<file path="src/rtl/lag_measure_ctrl.sv">
// Lag measurement sequencer: arms on the video trigger edge, times in BCD 10 us ticks
// until the photodiode responds, and keeps last/min/max/count statistics for on-screen display.
module lag_measure_ctrl #(
    parameter int          TICK_DIV    = 742,
    parameter logic [19:0] TIMEOUT_BCD = 20'h10000
) (
    input  logic        clock,
    input  logic        reset_n,
    input  logic        enable,
    input  logic        clear_stats,
    input  logic        starttrigger,
    input  logic        sensor,
    output logic [79:0] bcdcount,
    output logic        busy,
    output logic        sample_valid,
    output logic        timeout
);

    localparam int          PW       = $clog2(TICK_DIV);
    localparam logic [PW-1:0] PS_LAST = PW'(TICK_DIV - 1);
    localparam logic [19:0] MIN_INIT = 20'h99999;

    typedef enum logic [1:0] {
        IDLE,
        ARM,
        MEASURE,
        HOLDOFF
    } state_t;

    state_t        state, state_next;
    logic          sens_meta, sens_sync, sens_prev, trig_d;
    logic          sensor_rise, trig_rise;
    logic          commit, abort_timeout, start_measure;
    logic          seen_low;
    logic [PW-1:0] prescaler;
    logic [19:0]   lag_acc;
    logic [19:0]   last_r, min_r, max_r, count_r;

    // Five-digit packed BCD increment with per-digit 9->0 carry; 99999 wraps to 00000.
    function automatic logic [19:0] bcd_inc(input logic [19:0] v);
        logic [19:0] r;
        logic        carry;
        r     = v;
        carry = 1'b1;
        for (int i = 0; i < 5; i++) begin
            if (carry) begin
                if (v[i*4 +: 4] == 4'd9) begin
                    r[i*4 +: 4] = 4'd0;
                end else begin
                    r[i*4 +: 4] = v[i*4 +: 4] + 4'd1;
                    carry       = 1'b0;
                end
            end
        end
        return r;
    endfunction

    always_ff @(posedge clock) begin
        if (!reset_n) begin
            sens_meta <= 1'b0;
            sens_sync <= 1'b0;
            sens_prev <= 1'b0;
            trig_d    <= 1'b0;
        end else begin
            sens_meta <= sensor;
            sens_sync <= sens_meta;
            sens_prev <= sens_sync;
            trig_d    <= starttrigger;
        end
    end

    assign sensor_rise = sens_sync & ~sens_prev;
    assign trig_rise   = starttrigger & ~trig_d;
    assign busy        = (state != IDLE);

    always_ff @(posedge clock) begin
        if (!reset_n) state <= IDLE;
        else          state <= state_next;
    end

    // A sensor edge in the same cycle as the timeout value takes priority over the abort.
    always_comb begin
        state_next    = state;
        commit        = 1'b0;
        abort_timeout = 1'b0;
        start_measure = 1'b0;
        case (state)
            IDLE: begin
                state_next = ARM;
            end
            ARM: begin
                if (trig_rise) begin
                    state_next    = MEASURE;
                    start_measure = 1'b1;
                end
            end
            MEASURE: begin
                if (sensor_rise) begin
                    commit     = 1'b1;
                    state_next = HOLDOFF;
                end else if (lag_acc == TIMEOUT_BCD) begin
                    abort_timeout = 1'b1;
                    state_next    = HOLDOFF;
                end
            end
            HOLDOFF: begin
                if (seen_low && trig_rise) begin
                    state_next    = MEASURE;
                    start_measure = 1'b1;
                end
            end
            default: state_next = IDLE;
        endcase
        if (!enable) begin
            state_next    = IDLE;
            commit        = 1'b0;
            abort_timeout = 1'b0;
            start_measure = 1'b0;
        end
    end

    // seen_low only becomes set once the light has gone dark after entering HOLDOFF.
    always_ff @(posedge clock) begin
        if (!reset_n) begin
            prescaler <= '0;
            lag_acc   <= '0;
            seen_low  <= 1'b0;
        end else begin
            if (start_measure) begin
                prescaler <= '0;
                lag_acc   <= '0;
            end else if (state == MEASURE) begin
                if (prescaler == PS_LAST) begin
                    prescaler <= '0;
                    lag_acc   <= bcd_inc(lag_acc);
                end else begin
                    prescaler <= prescaler + 1'b1;
                end
            end
            if (state != HOLDOFF)  seen_low <= 1'b0;
            else if (!sens_sync)   seen_low <= 1'b1;
        end
    end

    always_ff @(posedge clock) begin
        if (!reset_n || clear_stats) begin
            last_r  <= '0;
            min_r   <= MIN_INIT;
            max_r   <= '0;
            count_r <= '0;
        end else if (commit) begin
            last_r <= lag_acc;
            if (lag_acc < min_r)        min_r   <= lag_acc;
            if (lag_acc > max_r)        max_r   <= lag_acc;
            if (count_r != MIN_INIT)    count_r <= bcd_inc(count_r);
        end
    end

    always_ff @(posedge clock) begin
        if (!reset_n) begin
            sample_valid <= 1'b0;
            timeout      <= 1'b0;
            bcdcount     <= {20'h0, MIN_INIT, 20'h0, 20'h0};
        end else begin
            sample_valid <= commit & ~clear_stats;
            timeout      <= abort_timeout;
            bcdcount     <= {last_r, min_r, max_r, count_r};
        end
    end

endmodule
</file>
<file path="config.mk">
export PLATFORM = sky130hd
export DESIGN_NAME = lag_measure_ctrl
export DESIGN_NICKNAME = d
export VERILOG_FILES = /design/src/rtl/lag_measure_ctrl.sv
export SDC_FILE = /design/constraint.sdc
export NUM_CORES = 1
export LEC_CHECK = 0
export CAP_MARGIN = 20
export CORE_MARGIN = 2
export CORE_UTILIZATION = 57
export DETAILED_ROUTE_END_ITERATION = 7
export PLACE_DENSITY = 0.8
export SLEW_MARGIN = 20
export SYNTH_ARGS = -nofsm -noshare
export SYNTH_HDL_FRONTEND = slang
export SYNTH_SLANG_ARGS = --single-unit
</file>
<file path="constraint.sdc">
create_clock -name clock -period 3.3 [get_ports clock]
set_clock_uncertainty 0.1 [all_clocks]
set_input_delay 0.495 -clock clock [delete_from_list [all_inputs] [get_ports clock]]
set_output_delay 0.495 -clock clock [all_outputs]
set_load 0.05 [all_outputs]
</file>
==> flow_summary.rst <==
.. list-table::
   :header-rows: 1

   * - Metric
     - Value
   * - Outcome
     - complete, no violations
   * - Sequential fraction of design power
     - 51.7%
   * - Area of the mapped netlist
     - 8450 sq um
   * - Routed via count
     - 6,985
   * - Worst slew pin tran
     - 0.711 ns
   * - Crit path buffers/inverters
     - 1
   * - Y dimension of the die
     - 126 microns
   * - Start point of the worst hold path
     - seen_low$_SDFFE_PP0N_
   * - Dominant synthesized flop cell
     - sky130_fd_sc_hd__dfxtp_1
   * - Setup repair after global routing missed its margin
     - false
   * - Number of hold violations in the final report
     - 0
   * - IO Pins
     - 89
   * - Post-synthesis cell count
     - 945
   * - First-pass DRT Iterations
     - 5
   * - Dpl hpwl
     - 13,200 microns
   * - Total global routing overflow
     - 0
   * - Leak pwr
     - 3.81 nW
   * - Sequential cell area fraction in the yosys report
     - 47.1%
   * - Worst Setup End Kind
     - flop
   * - Maximum cell stage delay along the critical path
     - 0.62 ns
   * - Aggregate negative setup slack
     - 0 ns
   * - Comb power frac
     - 1.8%
   * - Proportion of synthesized flip-flops having asynchronous set or reset
     - 0%
   * - Area of the die
     - 15,800 sq um
   * - Top delay family on crit path
     - simple AND/OR/NAND/NOR gates
   * - Maximum number of pins on one net before global-route repair
     - 65
   * - Detailed-route DRC error count
     - 0
   * - Cells after DPL
     - 1,196
   * - Max stage delay cell, worst path
     - sky130_fd_sc_hd__dfxtp_1
   * - Core area
     - 14,500 sq um
   * - Critical R2R Launch
     - lag_acc[15]$_SDFFE_PP0P_
   * - Worst path setup slack after routing
     - 0.543 ns
   * - Post-layout min period
     - 2.76 ns
   * - Area of the multi-input gates
     - 4040 sq um
   * - Clock root buffer
     - sky130_fd_sc_hd__clkbuf_16
   * - Final Cycle Share
     - 83.5%
   * - Clock tree buffer depth
     - 2
   * - Clock network fraction of total power
     - 46.5%
   * - Post-synth EDFFs
     - 0
   * - Starting density of the core
     - 58.2%
   * - Vias in the first global route
     - 6,429
   * - Library cells used by synthesis
     - 60
   * - Max Fclk
     - 363 MHz
   * - Total detailed-routing wirelength
     - 19,200 microns
   * - CTS tree
     - built
   * - Ys Warns
     - 0
   * - Number of antenna violations at the first check in global routing
     - 0
   * - Std-Cell Rows
     - 44
   * - Antenna diode count
     - 0
   * - Cells along the critical path
     - ha_1 > nand4_1 > nor4_1 > a31o_2 > buf_4 > nor3_1 > a31oi_1 > o311ai_0
   * - Number of clock buffers inserted by TritonCTS
     - 17
   * - Hold-fix buffer count after cts
     - 0
   * - Filler Cell Count
     - 1,094
   * - Worst setup path startpoint
     - lag_acc[15]$_SDFFE_PP0P_
   * - Data required time of the critical path
     - 3.50 ns
   * - Start-to-end type of the worst setup path
     - flop to flop
   * - Level count of the clock H-tree
     - 4
   * - Clock slew at reported path FFs
     - 0.07 ns
   * - Hold Worst Slack
     - 0.350 ns
   * - Number of storage elements in the synthesis netlist
     - 199
   * - Die span in x
     - 126 microns
   * - Postcts setup bufs
     - 0
   * - Worst slew margin
     - 52.5%
   * - Quantity of I/O buffers inserted on ports
     - 88
   * - Switching power share of the total
     - 21.8%
   * - CTS-repair resized insts
     - 0
   * - Final Setup Violations
     - 0
   * - Power per unit of standard cell area
     - 455 nW/um^2
   * - Switching power of the nets
     - 1.01 mW
   * - Area overhead of the layout relative to synthesis
     - 20.8%
   * - Maximum net fanout on the critical path
     - 17
   * - Routed length per instance
     - 15.7 microns
   * - Via density per instance
     - 5.69
   * - All-Layer GR Usage
     - 24.2%
   * - Crit path launch type
     - flop
   * - Final cell count without fillers
     - 1,228
   * - Latest clock arrival within the worst-skew pair
     - 0.44 ns
   * - Wire length of the first global-routing pass
     - 31,300 microns
   * - # Max-Cap Violations
     - 0
   * - DR iter-0 viols
     - 570
   * - Clock sink total
     - 199
   * - Remaining number of nets flagged by the antenna check after routing
     - 0
   * - Worst-case vdd ir drop
     - 0.317 mV
   * - Pre-CTS setup slack
     - 0.564 ns
   * - GP Congestion
     - 0.876
   * - Net count of the mapped netlist
     - 992
   * - Utilization after layout
     - 70.3%
   * - Internal portion of total power
     - 3.64 mW
   * - Synthesized area per cell
     - 8.95 sq um
   * - Number of nets in the layout
     - 1,078
   * - Worst path arrival time
     - 2.95 ns
   * - Worst hold-check path type
     - flop to flop
   * - Register Area
     - 3980 sq um
   * - Max Slew Vio Count
     - 0
   * - Ratio of cells with drive above 1 in the final layout
     - 8.52%
## cell usage in the layout (no fill, tap or decap), drive strengths merged, types with 34 or more instances in the layout
cell type and instances:
inv 60, buf 35, dfxtp 199, and2 77, clkdlybuf4s50 87, a21oi 47, ha 41, nand4 34
nor2 84, nand2 109
## cell families after synthesis
family | share of synthesized area [%]
compound gates | 10.4
xor+xnor | 2.80
fa+ha+maj | 6.07
buf+inv | 5.39
flops | 47.1
mux | 2.72
simple gates | 25.5
## Yosys cell counts (all sizes together), types with 2 or more instances
cell type / number / area [sq um]
dfxtp: 199 / 3980
nand2: 109 / 409
nor2: 84 / 315
and2: 77 / 482
inv: 54 / 203
a21oi: 47 / 235
clkbuf: 43 / 161
ha: 41 / 513
nand4: 34 / 225
nor3: 28 / 140
o21ai: 24 / 120
mux2i: 23 / 230
a31oi: 21 / 131
o311ai: 21 / 201
nor2b: 16 / 100
xnor2: 15 / 131
buf: 12 / 91.3
nand3: 12 / 72.6
nor4: 12 / 90.1
xor2: 12 / 105
a211oi: 8 / 60.1
nand2b: 5 / 31.3
nor3b: 5 / 42.5
a21o: 4 / 30.0
and3: 4 / 25.0
and2b: 3 / 25.0
and4: 3 / 27.5
and4bb: 3 / 37.5
or3: 3 / 20.0
nand4b: 2 / 17.5
nor4bb: 2 / 20.0
o31ai: 2 / 15.0
or2b: 2 / 18.8
## power by group through the flow
stage / clock network (mW) / registers [mW] / logic, mW
detailed placement: 0 / 2.46 / 0.0822
finish: 2.16 / 2.41 / 0.0831
CTS: 2.17 / 2.41 / 0.0823
global placement: 0 / 2.46 / 0.0807
global route: 2.29 / 2.41 / 0.0908
floorplan: 0 / 2.46 / 0.0528
## worst reg2reg max path, stage by stage (launching register included)
cell and delay, ns:
sky130_fd_sc_hd__dfxtp_1 0.62, sky130_fd_sc_hd__ha_1 0.27, sky130_fd_sc_hd__nand4_1 0.16, sky130_fd_sc_hd__nor4_1 0.57
sky130_fd_sc_hd__a31o_2 0.31, sky130_fd_sc_hd__buf_4 0.23, sky130_fd_sc_hd__nor3_1 0.09, sky130_fd_sc_hd__a31oi_1 0.15
sky130_fd_sc_hd__o311ai_0 0.14
## registers in the layout, summed over array words and instances (netlist names), 2 cells and up
signal     count
count_r       20
max_r         20
state          2
bcdcount      80
last_r        20
lag_acc       20
prescaler     10
min_r         20
## routing by layer
metal	up-vias	part of all wire [%]	track usage (%)	wire, microns
met5	-	0	0	0
met4	0	1.9	9.11	374
met3	35	6.1	4.72	1170
met2	239	48	40.1	9210
met1	3297	44	31.6	8490
li1	3414	-	-	-
## final timing paths
path                                 end  slack (ns)  cells past startpoint
setup / recovery  max_r[12]$_SDFFE_PP0P_        0.54                      8
setup reg to reg  max_r[12]$_SDFFE_PP0P_        0.54                      8
hold reg to reg    seen_low$_SDFFE_PP0N_        0.35                      2
hold / removal     seen_low$_SDFFE_PP0N_        0.35                      2
## metrics by stage
step	power, mW	cell area, sq um
final	4.65	10200
after floorplan	2.51	8450
after CTS	4.66	10200
after global routing	4.79	10200
after global placement	2.54	9600
after detailed placement	2.54	9600
## final cells by class
type / count / share of cell area [%]
Clock inverter: 15 / 1.85
Clock buffer: 17 / 4.17
Sequential cell: 199 / 39.0
Multi-Input combinational cell: 637 / 39.5
Tap cell: 184 / 2.25
Timing Repair Buffer: 122 / 11.2
Inverter: 54 / 1.98
Note: power is estimated with default switching activity, not from simulation.
